`src/rtl/acc_control_unit_if.sv`:
```
`default_nettype none
// ============================================================================
//  Module      : acc_control_unit_if
//  Description : Bundle between the accumulator control unit, its
//                instruction ROM and the downstream 8-bit ALU. Signal
//                directions are named from the control unit's side.
//  Revision    : 1.0 - initial release
// ============================================================================
interface acc_control_unit_if #(
  parameter int ADDR_W = 8
);
  logic              i_hold;
  logic [ADDR_W-1:0] o_instr_addr;
  logic [15:0]       i_instruction;
  logic [2:0]        o_alu_control;
  logic              o_reg_output_alu;
  logic [7:0]        o_operand_a;
  logic [7:0]        o_operand_b;
  logic [7:0]        i_alu_result;
  logic              i_n_a;
  logic              i_z_a;
  logic              i_c_a;
  logic              i_n_b;
  logic              i_z_b;
  logic              i_c_b;
  logic [7:0]        o_acc_a;
  logic [7:0]        o_acc_b;
  logic              o_halted;

  // Control unit side
  modport master (
    input  i_hold, i_instruction, i_alu_result,
    input  i_n_a, i_z_a, i_c_a, i_n_b, i_z_b, i_c_b,
    output o_instr_addr, o_alu_control, o_reg_output_alu,
    output o_operand_a, o_operand_b, o_acc_a, o_acc_b, o_halted
  );

  // ROM / ALU / environment side
  modport slave (
    output i_hold, i_instruction, i_alu_result,
    output i_n_a, i_z_a, i_c_a, i_n_b, i_z_b, i_c_b,
    input  o_instr_addr, o_alu_control, o_reg_output_alu,
    input  o_operand_a, o_operand_b, o_acc_a, o_acc_b, o_halted
  );
endinterface
`default_nettype wire

```
`src/rtl/acc_control_unit.sv`:
```
`default_nettype none
// ============================================================================
//  Module      : acc_control_unit
//  Description : Three-cycle fetch/decode/execute sequencer for the 8-bit
//                ALU. Owns the PC and accumulators A/B, drives ALU opcode,
//                operands and flag-bank select, writes results back and
//                branches on the ALU's registered flags.
//                Optional macro ACC_CALL_STACK_EN adds CALL/RET with a
//                STACK_D deep return stack; otherwise those classes are NOPs.
//  Revision    : 1.0 - initial release
// ============================================================================
module acc_control_unit #(
  parameter int ADDR_W  = 8,
  parameter int STACK_D = 4
) (
  input  wire logic         clk,
  input  wire logic         rst_n,
  acc_control_unit_if.master bus
);

  typedef enum logic [1:0] {
    S_FETCH   = 2'd0,
    S_DECODE  = 2'd1,
    S_EXECUTE = 2'd2,
    S_HALT    = 2'd3
  } state_t;

  localparam logic [2:0] c_CLS_ALU    = 3'b000;
  localparam logic [2:0] c_CLS_LOADI  = 3'b001;
  localparam logic [2:0] c_CLS_JMP    = 3'b010;
  localparam logic [2:0] c_CLS_BRANCH = 3'b011;
  localparam logic [2:0] c_CLS_CALL   = 3'b100;
  localparam logic [2:0] c_CLS_RET    = 3'b101;
  localparam logic [2:0] c_CLS_HALT   = 3'b111;
  localparam logic [2:0] c_ALU_IDLE   = 3'd7;

  state_t            r_state, w_next_state;
  logic [ADDR_W-1:0] r_pc, w_pc_next, w_pc_inc, w_imm_addr;
  logic [15:0]       r_ir, w_ir_next;
  logic [7:0]        r_acc_a, r_acc_b, w_acc_a_next, w_acc_b_next;
  logic [2:0]        w_alu_control;
  logic              w_bank;
  logic [7:0]        w_op_a, w_op_b;
  logic              w_taken;

  // Instruction fields, decoded straight from the IR
  logic [2:0] w_class, w_func;
  logic       w_dest, w_src;
  logic [7:0] w_imm;
  assign w_class = r_ir[15:13];
  assign w_func  = r_ir[12:10];
  assign w_dest  = r_ir[9];
  assign w_src   = r_ir[8];
  assign w_imm   = r_ir[7:0];

  assign w_pc_inc = r_pc + ADDR_W'(1);

  // Jump targets come from the 8-bit immediate, fitted to the PC width
  if (ADDR_W > 8) begin : g_imm_zext
    assign w_imm_addr = {{(ADDR_W-8){1'b0}}, w_imm};
  end else if (ADDR_W == 8) begin : g_imm_exact
    assign w_imm_addr = w_imm;
  end else begin : g_imm_trunc
    assign w_imm_addr = w_imm[ADDR_W-1:0];
  end

  if (STACK_D < 1) begin : g_depth_check
    $error("STACK_D must be at least 1");
  end

`ifdef ACC_CALL_STACK_EN
  localparam int c_SP_W  = $clog2(STACK_D + 1);
  localparam int c_IDX_W = (STACK_D > 1) ? $clog2(STACK_D) : 1;

  logic [ADDR_W-1:0]  r_stack [STACK_D];
  logic [c_SP_W-1:0]  r_sp, w_sp_dec;
  logic [c_IDX_W-1:0] w_push_idx, w_pop_idx;
  logic               w_push, w_pop, w_stack_full, w_stack_empty;

  assign w_sp_dec      = r_sp - 1'b1;
  assign w_push_idx    = r_sp[c_IDX_W-1:0];
  assign w_pop_idx     = w_sp_dec[c_IDX_W-1:0];
  assign w_stack_full  = (r_sp == c_SP_W'(STACK_D));
  assign w_stack_empty = (r_sp == '0);

  // Return-stack pointer; reset empties the stack
  always_ff @(posedge clk or negedge rst_n) begin
    if (!rst_n)      r_sp <= '0;
    else if (w_push) r_sp <= r_sp + 1'b1;
    else if (w_pop)  r_sp <= w_sp_dec;
  end

  // Return-address storage, contents are don't-care while empty
  always_ff @(posedge clk) begin
    if (w_push) r_stack[w_push_idx] <= w_pc_inc;
  end
`endif

  // Branch condition evaluated on the selected registered flag bank
  always_comb begin
    logic z, c, n;
    z = w_dest ? bus.i_z_b : bus.i_z_a;
    c = w_dest ? bus.i_c_b : bus.i_c_a;
    n = w_dest ? bus.i_n_b : bus.i_n_a;
    case (w_func)
      3'd0:    w_taken = z;
      3'd1:    w_taken = c;
      3'd2:    w_taken = n;
      3'd3:    w_taken = !z;
      3'd4:    w_taken = !c;
      3'd5:    w_taken = !n;
      default: w_taken = 1'b0;
    endcase
  end

  // Sequencer state, PC, IR and accumulators
  always_ff @(posedge clk or negedge rst_n) begin
    if (!rst_n) begin
      r_state <= S_FETCH;
      r_pc    <= '0;
      r_ir    <= '0;
      r_acc_a <= '0;
      r_acc_b <= '0;
    end else begin
      r_state <= w_next_state;
      r_pc    <= w_pc_next;
      r_ir    <= w_ir_next;
      r_acc_a <= w_acc_a_next;
      r_acc_b <= w_acc_b_next;
    end
  end

  // Next-state, register updates and ALU drive, decoded from state and IR
  always_comb begin
    w_next_state  = r_state;
    w_pc_next     = r_pc;
    w_ir_next     = r_ir;
    w_acc_a_next  = r_acc_a;
    w_acc_b_next  = r_acc_b;
    w_alu_control = c_ALU_IDLE;
    w_bank        = 1'b0;
    w_op_a        = 8'h00;
    w_op_b        = 8'h00;
`ifdef ACC_CALL_STACK_EN
    w_push        = 1'b0;
    w_pop         = 1'b0;
`endif
    case (r_state)
      S_FETCH: begin
        if (!bus.i_hold) w_next_state = S_DECODE;
      end
      S_DECODE: begin
        w_ir_next    = bus.i_instruction;
        w_next_state = S_EXECUTE;
      end
      S_EXECUTE: begin
        w_next_state = S_FETCH;
        w_pc_next    = w_pc_inc;
        case (w_class)
          c_CLS_ALU: begin
            w_alu_control = w_func;
            w_bank        = w_dest;
            w_op_a        = w_dest ? r_acc_b : r_acc_a;
            w_op_b        = w_src ? w_imm : (w_dest ? r_acc_a : r_acc_b);
            if (w_func != c_ALU_IDLE) begin
              if (w_dest) w_acc_b_next = bus.i_alu_result;
              else        w_acc_a_next = bus.i_alu_result;
            end
          end
          c_CLS_LOADI: begin
            if (w_dest) w_acc_b_next = w_imm;
            else        w_acc_a_next = w_imm;
          end
          c_CLS_JMP:    w_pc_next = w_imm_addr;
          c_CLS_BRANCH: if (w_taken) w_pc_next = w_imm_addr;
`ifdef ACC_CALL_STACK_EN
          c_CLS_CALL: begin
            if (w_stack_full) begin
              w_pc_next    = r_pc;
              w_next_state = S_HALT;
            end else begin
              w_push    = 1'b1;
              w_pc_next = w_imm_addr;
            end
          end
          c_CLS_RET: begin
            if (w_stack_empty) begin
              w_pc_next    = r_pc;
              w_next_state = S_HALT;
            end else begin
              w_pop     = 1'b1;
              w_pc_next = r_stack[w_pop_idx];
            end
          end
`endif
          c_CLS_HALT: begin
            w_pc_next    = r_pc;
            w_next_state = S_HALT;
          end
          default: ;
        endcase
      end
      S_HALT: ;
      default: w_next_state = S_FETCH;
    endcase
  end

  assign bus.o_instr_addr     = r_pc;
  assign bus.o_alu_control    = w_alu_control;
  assign bus.o_reg_output_alu = w_bank;
  assign bus.o_operand_a      = w_op_a;
  assign bus.o_operand_b      = w_op_b;
  assign bus.o_acc_a          = r_acc_a;
  assign bus.o_acc_b          = r_acc_b;
  assign bus.o_halted         = (r_state == S_HALT);

endmodule
`default_nettype wire

```
`src/flat_wrapper.sv`:
```
// flat-port wrapper written by rule: the top's interface ports become plain ports
module acc_control_unit_flat 
#(
  parameter int ADDR_W  = 8,
  parameter int STACK_D = 4
)
  (clk, rst_n, bus_i_hold, bus_i_instruction, bus_i_alu_result, bus_i_n_a, bus_i_z_a, bus_i_c_a, bus_i_n_b, bus_i_z_b, bus_i_c_b, bus_o_instr_addr, bus_o_alu_control, bus_o_reg_output_alu, bus_o_operand_a, bus_o_operand_b, bus_o_acc_a, bus_o_acc_b, bus_o_halted);
  acc_control_unit_if #(.ADDR_W(ADDR_W)) bus_i ();
  input  wire logic clk;
  input  wire logic rst_n;
  input wire logic [$bits(bus_i.i_hold)-1:0] bus_i_hold;
  input wire logic [$bits(bus_i.i_instruction)-1:0] bus_i_instruction;
  input wire logic [$bits(bus_i.i_alu_result)-1:0] bus_i_alu_result;
  input wire logic [$bits(bus_i.i_n_a)-1:0] bus_i_n_a;
  input wire logic [$bits(bus_i.i_z_a)-1:0] bus_i_z_a;
  input wire logic [$bits(bus_i.i_c_a)-1:0] bus_i_c_a;
  input wire logic [$bits(bus_i.i_n_b)-1:0] bus_i_n_b;
  input wire logic [$bits(bus_i.i_z_b)-1:0] bus_i_z_b;
  input wire logic [$bits(bus_i.i_c_b)-1:0] bus_i_c_b;
  output wire logic [$bits(bus_i.o_instr_addr)-1:0] bus_o_instr_addr;
  output wire logic [$bits(bus_i.o_alu_control)-1:0] bus_o_alu_control;
  output wire logic [$bits(bus_i.o_reg_output_alu)-1:0] bus_o_reg_output_alu;
  output wire logic [$bits(bus_i.o_operand_a)-1:0] bus_o_operand_a;
  output wire logic [$bits(bus_i.o_operand_b)-1:0] bus_o_operand_b;
  output wire logic [$bits(bus_i.o_acc_a)-1:0] bus_o_acc_a;
  output wire logic [$bits(bus_i.o_acc_b)-1:0] bus_o_acc_b;
  output wire logic [$bits(bus_i.o_halted)-1:0] bus_o_halted;
  assign bus_i.i_hold = bus_i_hold;
  assign bus_i.i_instruction = bus_i_instruction;
  assign bus_i.i_alu_result = bus_i_alu_result;
  assign bus_i.i_n_a = bus_i_n_a;
  assign bus_i.i_z_a = bus_i_z_a;
  assign bus_i.i_c_a = bus_i_c_a;
  assign bus_i.i_n_b = bus_i_n_b;
  assign bus_i.i_z_b = bus_i_z_b;
  assign bus_i.i_c_b = bus_i_c_b;
  assign bus_o_instr_addr = bus_i.o_instr_addr;
  assign bus_o_alu_control = bus_i.o_alu_control;
  assign bus_o_reg_output_alu = bus_i.o_reg_output_alu;
  assign bus_o_operand_a = bus_i.o_operand_a;
  assign bus_o_operand_b = bus_i.o_operand_b;
  assign bus_o_acc_a = bus_i.o_acc_a;
  assign bus_o_acc_b = bus_i.o_acc_b;
  assign bus_o_halted = bus_i.o_halted;
  acc_control_unit #(.ADDR_W(ADDR_W), .STACK_D(STACK_D)) u_core (.clk(clk), .rst_n(rst_n), .bus(bus_i));
endmodule
```
`config.mk`:
```
export PLATFORM = sky130hd
export DESIGN_NAME = acc_control_unit_flat
export DESIGN_NICKNAME = d
export VERILOG_FILES = /design/src/rtl/acc_control_unit_if.sv /design/src/rtl/acc_control_unit.sv /design/src/flat_wrapper.sv
export SDC_FILE = /design/constraint.sdc
export NUM_CORES = 1
export LEC_CHECK = 0
export ABC_CLOCK_PERIOD_IN_PS = 6300
export CAP_MARGIN = 20
export CORE_MARGIN = 5
export CORE_UTILIZATION = 30
export DETAILED_ROUTE_END_ITERATION = 6
export HOLD_SLACK_MARGIN = 0.15
export PLACE_DENSITY_LB_ADDON = 0.15
export SLEW_MARGIN = 15
export SYNTH_ARGS = -nofsm -noshare
export SYNTH_HDL_FRONTEND = slang
export SYNTH_SLANG_ARGS = --single-unit
```
`constraint.sdc`:
```
create_clock -name clk -period 6.3 [get_ports clk]
set_input_delay 1.575 -clock clk [delete_from_list [all_inputs] [get_ports clk]]
set_output_delay 1.575 -clock clk [all_outputs]
set_load 0.1 [all_outputs]
```
==> summary.txt, run 1 <==
outcome: complete, no violations
total internal power: 0.000876 W
Slew @ Worst Pin: 0.995 ns
DIE WIDTH: 101 um
Antenna Nets Post-Route: 0
H-tree Lvls: 2
Slew Viols, Final: 0
Root Driver: clkbuf_8
most common cell after layout, fill and taps aside: clkdlybuf4s50_1
switching share of power: 56.6%
met3 wire len: 362 um
Vias: 2,102
Slew HR: 33.5%
mapped cell area: 2480 sq um
DP Area: 3290 sq um
Critical Path Source Type: register
# DRC: 0
min cycle time layout: 4.63 ns
grt ovf: 0
Die Y: 101 um
final instance area: 3410 sq um
commonest cells after routing, fill and taps aside: clkdlybuf4s50_1, dfrtp_1, nor2_1
post-synthesis instance total: 259
CP Data Required Time: 4.72 ns
Setup Skew: 0.00936 ns
max layer used: met4
drt initial violations: 81
per-cell routed wire length: 15.5 um
final setup violation count: 0
Comb pwr share: 60.8%
synth unique cells: 37
Sink Count: 42
hpwl dp: 4790 um
fmax: 216 MHz
share of cells above drive strength 1: 11.6%
setup_tns: 0 ns
Tcrit/Tclk final: 73.5%
First-pass DRT Iterations: 4
Switch Pwr: 0.00114 W
WL met2: 2940 um
Max VDD drop: 0.000323 V
FILL cells: 821
Critical Path End Type: output port
Clk pwr share: 9.3%
Clock Pin Slew Worst Setup and Hold Paths: 0.09 ns
DRT met1 WL: 3350 um
Seq/Total Area, Yosys: 42.4%
Post-CTS Resized: 0
largest net degree at the start of global routing: 43
worst-skew pair later-pin latency: 0.30 ns
final hold viol count: 0
core area: 8130 sq um
# Post-CTS Setup Buffers: 0
leakage: 1.42 nW
Flop pwr share: 29.9%
Rows: 33
Crit Path Category: register to output port
CTS tree: yes
io pins: 78
Area Overhead vs Synth: 37.4%
first-pass GRT wire length: 11,000 um
Max-cap violations: 0
Power Density: 592 nW/um^2
Initial Util: 30.5%
Max clock buf depth: 2
Post-Route WL: 6710 um
die area: 10,200 sq um
# port buffers: 77
hold_buf cts: 0
Num CTS Buffers: 5
initial antenna violation count: 0
CP max FO: 17
Worst Hold Class: register to register
Worst Slack Setup Final: 1.67 ns
Syn Nets: 298
Placer Congestion: 0.789
pre-CTS setup slack: 1.96 ns
synth warn: 0
Arr. time, crit path: 3.06 ns
# nets final: 366
Diodes inserted: 0
vias in the first global route: 2,137
Avg Inst Size Synth: 9.58 sq um
RSZ-0062 raised after global routing: false
Via density: 4.85
Seq cells post-synth: 42
GRT Util Overall: 13.6%
==> kinds of logic (layout without fill, tap and decap cells) <==
kind of cell | after synthesis | in the layout | share of synthesized area, %
AOI/OAI and AO/OA | 50 | 50 | 14.1
adders and majority gates | 6 | 6 | 3.03
buffers and inverters | 21 | 90 | 4.08
DFF | 42 | 42 | 42.4
muxes | 43 | 43 | 18.3
and+or+nand+nor | 97 | 97 | 18.2
==> final cells by class <==
type / instances / area [sq um] / area share (%)
flip-flops and latches: 42 / 1050 / 30.9
clock buffers: 6 / 82.6 / 2.42
well taps: 105 / 131 / 3.85
repair buffers: 78 / 786 / 23.1
clock inverters: 2 / 12.5 / 0.367
multi-input cells: 196 / 1330 / 39.0
inverters: 4 / 15.0 / 0.441
==> path summary, 6_finish.rpt <==
kind / cells after the start / slack (ns) / to / start
max in group asynchronous: 2 / 4.64 / u_core.r_ir[9] / rst_n
min in group asynchronous: 1 / 1.18 / u_core.bus.o_acc_a[0] / rst_n
min reg2reg: 2 / 0.55 / u_core.bus.o_acc_b[0] / u_core.bus.o_acc_b[0]
max reg2reg: 5 / 3.82 / u_core.bus.o_instr_addr[0] / u_core.r_ir[9]
min: 2 / 0.55 / u_core.bus.o_acc_b[0] / u_core.bus.o_acc_b[0]
max: 6 / 1.67 / bus_o_operand_b[1] / u_core.r_state[0]
==> cells in the mapped netlist <==
cell / number / share of area (%)
a211o_1: 4 / 1.4
o32ai_1: 1 / 0.35
mux2_4: 1 / 0.60
a2111oi_4: 1 / 1.1
nor2_1: 37 / 5.6
nand2b_1: 1 / 0.25
a211oi_2: 1 / 0.50
a21oi_1: 17 / 3.4
o22ai_1: 1 / 0.25
mux2_2: 14 / 6.4
a41o_1: 1 / 0.40
clkbuf_1: 9 / 1.4
a311o_1: 1 / 0.40
nor3b_1: 1 / 0.30
inv_1: 4 / 0.60
and3_1: 2 / 0.50
and2_1: 3 / 0.76
nand3_1: 8 / 1.6
buf_6: 2 / 0.91
dfrtp_1: 42 / 42
nor3b_2: 2 / 1.0
nand4b_1: 1 / 0.35
ha_1: 6 / 3.0
o21ai_0: 14 / 2.8
nand4_1: 1 / 0.25
mux2i_1: 28 / 11
nor4_1: 2 / 0.50
nand2_1: 28 / 4.2
buf_2: 6 / 1.2
a211oi_1: 1 / 0.30
nor2_2: 2 / 0.50
a31o_2: 2 / 0.71
o211ai_1: 3 / 0.91
or2_2: 1 / 0.25
o211ai_2: 3 / 1.5
or2_1: 1 / 0.25
or3_1: 7 / 1.8
==> registers in the layout (all words and copies together), names as in the netlist <==
register / count
u_core.r_ir: 16
u_core.bus.o_acc_b: 8
u_core.bus.o_instr_addr: 8
u_core.r_state: 2
u_core.bus.o_acc_a: 8
==> stage by stage <==
step                power, W  std cells  hold slack (ns)  utilization [%]
finish               0.00202        433            0.555             41.9
global route         0.00215        433            0.596             41.9
CTS                  0.00204        432            0.556             41.6
detailed placement   0.00184        424            0.534             40.5
global placement     0.00184        424            0.536             40.5
floorplan            0.00155        259            0.526                -
==> metal layers <==
| layer | vias to the layer above | global-route usage (%) |
|---|---|---|
| met4 | 0 | 3.07 |
| met2 | 55 | 20.6 |
| li1 | 1050 | - |
| met5 | - | 0 |
| met3 | 5 | 3.81 |
| met1 | 992 | 19.2 |
==> power by group through the flow <==
stage	sequential, W	clock, W	combinational (W)
3_3_place_gp	0.000608	0	0.00123
4_1_cts	0.000603	0.000194	0.00124
2_1_floorplan	0.000973	0	0.000580
3_5_place_dp	0.000605	0	0.00124
6_report	0.000603	0.000188	0.00123
5_1_grt	0.000636	0.000206	0.00131
==> critical path, stage by stage, from the launching register on <==
cell             delay, ns
dfrtp_1               0.42
inv_1                 0.11
ha_1                  0.28
nand2_1               0.15
or2_2                 0.45
nor2_1                0.20
clkdlybuf4s50_1       1.17
(Power assumes the default switching activity.)
==> run 2: changes to the inputs <==
--- a/config.mk
+++ b/config.mk
@@ -5,7 +5,7 @@
 export SDC_FILE = /design/constraint.sdc
 export NUM_CORES = 1
 export LEC_CHECK = 0
-export ABC_CLOCK_PERIOD_IN_PS = 6300
+export ABC_CLOCK_PERIOD_IN_PS = 4050
 export CAP_MARGIN = 20
 export CORE_MARGIN = 5
 export CORE_UTILIZATION = 30
==> constraint.sdc (replaced) <==
create_clock -name clk -period 4.05 [get_ports clk]
set_input_delay 1.0125 -clock clk [delete_from_list [all_inputs] [get_ports clk]]
set_output_delay 1.0125 -clock clk [all_outputs]
set_load 0.1 [all_outputs]
==> run 2 against run 1 <==
Hold slack got worse by 0.014 ns. Non-clock buffer count increased by 1. First-iteration DRC count shrank 14%. Critical endpoint is now bus_o_operand_b[6]. Die area stayed put. Utilization fell by 0.69 points. Critical path depth unchanged.
==> summary.txt, run 2 (synthesized netlist as in run 1, its figures left out) <==
RSZ-0062 raised after global routing: false (unchanged)
Vias: 2,095 (was 2,102)
share of cells above drive strength 1: 17.1% (was 11.6%)
io pins: 78 (unchanged)
Crit Path Category: register to output port (unchanged)
Max-cap violations: 0 (unchanged)
commonest cells after routing, fill and taps aside: clkdlybuf4s50_1, dfrtp_1, nor2_1 (unchanged)
Clock Pin Slew Worst Setup and Hold Paths: 0.08 ns (was 0.09 ns)
grt ovf: 0 (unchanged)
final hold viol count: 0 (unchanged)
Worst Hold Class: register to register (unchanged)
DIE WIDTH: 101 um (unchanged)
First-pass DRT Iterations: 4 (unchanged)
Slew Viols, Final: 0 (unchanged)
worst-skew pair later-pin latency: 0.29 ns (was 0.30 ns)
outcome: complete, no violations (unchanged)
min cycle time layout: 3.23 ns
Sink Count: 42 (unchanged)
Diodes inserted: 0 (unchanged)
CP max FO: 17 (unchanged)
Critical Path End Type: output port (unchanged)
Setup Skew: 0.00486 ns (was 0.00936 ns)
Die Y: 101 um (unchanged)
pre-CTS setup slack: 1.10 ns (was 1.96 ns)
max FFs per register: 16 (unchanged)
Rows: 33 (unchanged)
GRT Util Overall: 13.7% (was 13.6%)
vias in the first global route: 2,115 (was 2,137)
largest net degree at the start of global routing: 43 (unchanged)
Initial Util: 30.5% (unchanged)
Arr. time, crit path: 2.22 ns (was 3.06 ns)
# Post-CTS Setup Buffers: 0 (unchanged)
final setup violation count: 0 (unchanged)
Via density: 4.85 (about the same)
Root Driver: clkbuf_8 (unchanged)
Slew HR: 31.9% (was 33.5%)
Tcrit/Tclk final: 79.8%
# port buffers: 77 (unchanged)
per-cell routed wire length: 15.6 um (was 15.5 um)
CP Data Required Time: 3.04 ns (was 4.72 ns)
Worst Slack Setup Final: 0.817 ns (was 1.67 ns)
H-tree Lvls: 2 (unchanged)
hold_buf cts: 0 (unchanged)
Critical Path Source Type: register (unchanged)
Most flops, register: u_core.r_ir (unchanged)
# DRC: 0 (unchanged)
Area Overhead vs Synth: 35.1% (was 37.4%)
most common cell after layout, fill and taps aside: clkdlybuf4s50_1 (unchanged)
fmax: 309 MHz
critical path startpoint: u_core.r_state[0] (unchanged)
CTS tree: yes (unchanged)
Max clock buf depth: 2 (unchanged)
Antenna Nets Post-Route: 0 (unchanged)
Placer Congestion: 0.791 (was 0.789)
Post-Route WL: 6740 um (was 6710 um)
# nets final: 367 (was 366)
initial antenna violation count: 0 (unchanged)
worst hold start: u_core.bus.o_acc_b[6] (was u_core.bus.o_acc_b[0])
FILL cells: 845 (was 821)
setup_tns: 0 ns (unchanged)
core area: 8130 sq um (unchanged)
drt initial violations: 70 (was 81)
first-pass GRT wire length: 10,900 um (was 11,000 um)
die area: 10,200 sq um (unchanged)
hpwl dp: 4900 um (was 4790 um)
Post-CTS Resized: 0 (unchanged)
Num CTS Buffers: 5 (unchanged)
Critical R2R Launch: u_core.r_ir[9] (unchanged)
Slew @ Worst Pin: 1.02 ns (was 0.995 ns)
==> run 2: metrics by stage <==
| stage | instance area [sq um] | utilization, % | hold WS, ns | cells |
|---|---|---|---|---|
| after floorplan | 2480 | - | 0.526 | 259 |
| after global placement | 3250 | 39.9 | 0.518 | 425 |
| after detailed placement | 3250 | 39.9 | 0.529 | 425 |
| after CTS | 3330 | 41.0 | 0.547 | 431 |
| after global routing | 3350 | 41.2 | 0.573 | 432 |
| final | 3350 | 41.2 | 0.541 | 432 |
==> run 2: metal layers <==
metal | routed length, um | GRT usage (%)
met1 | 3270 | 18.7
met2 | 3000 | 21.2
met3 | 402 | 4.15
met4 | 64 | 3.37
met5 | 0 | 0
==> run 2: worst paths after layout <==
check | end | slack (ns) | depth (start not counted)
worst max-delay path | bus_o_operand_b[6] | 0.82 | 6
worst min-delay path | u_core.bus.o_acc_b[6] | 0.54 | 2
worst max register to register | u_core.bus.o_instr_addr[0] | 1.85 | 4
worst min register to register | u_core.bus.o_acc_b[6] | 0.54 | 2
max in group asynchronous | u_core.r_ir[5] | 3.01 | 2
min in group asynchronous | u_core.bus.o_acc_a[0] | 0.58 | 1
==> run 2: critical path, stage by stage, from the launching register on <==
cell and delay [ns]:
dfrtp_1 0.42, inv_1 0.11, ha_1 0.29, nand2_1 0.16, or2_2 0.46, nor2_1 0.18, buf_4 0.31
==> run 2: cell type report <==
cell class	instances	area, sq um	share of cell area, %
clock buffer	6	82.6	2.46
multi-input combinational	196	1330	39.6
inverter	4	15.0	0.448
tap	105	131	3.92
timing repair buffer	79	743	22.2
sequential	42	1050	31.4
Power of run 2 is not shown: default switching activity piles up to over one toggle a cycle in this logic, so the estimate is an artifact.
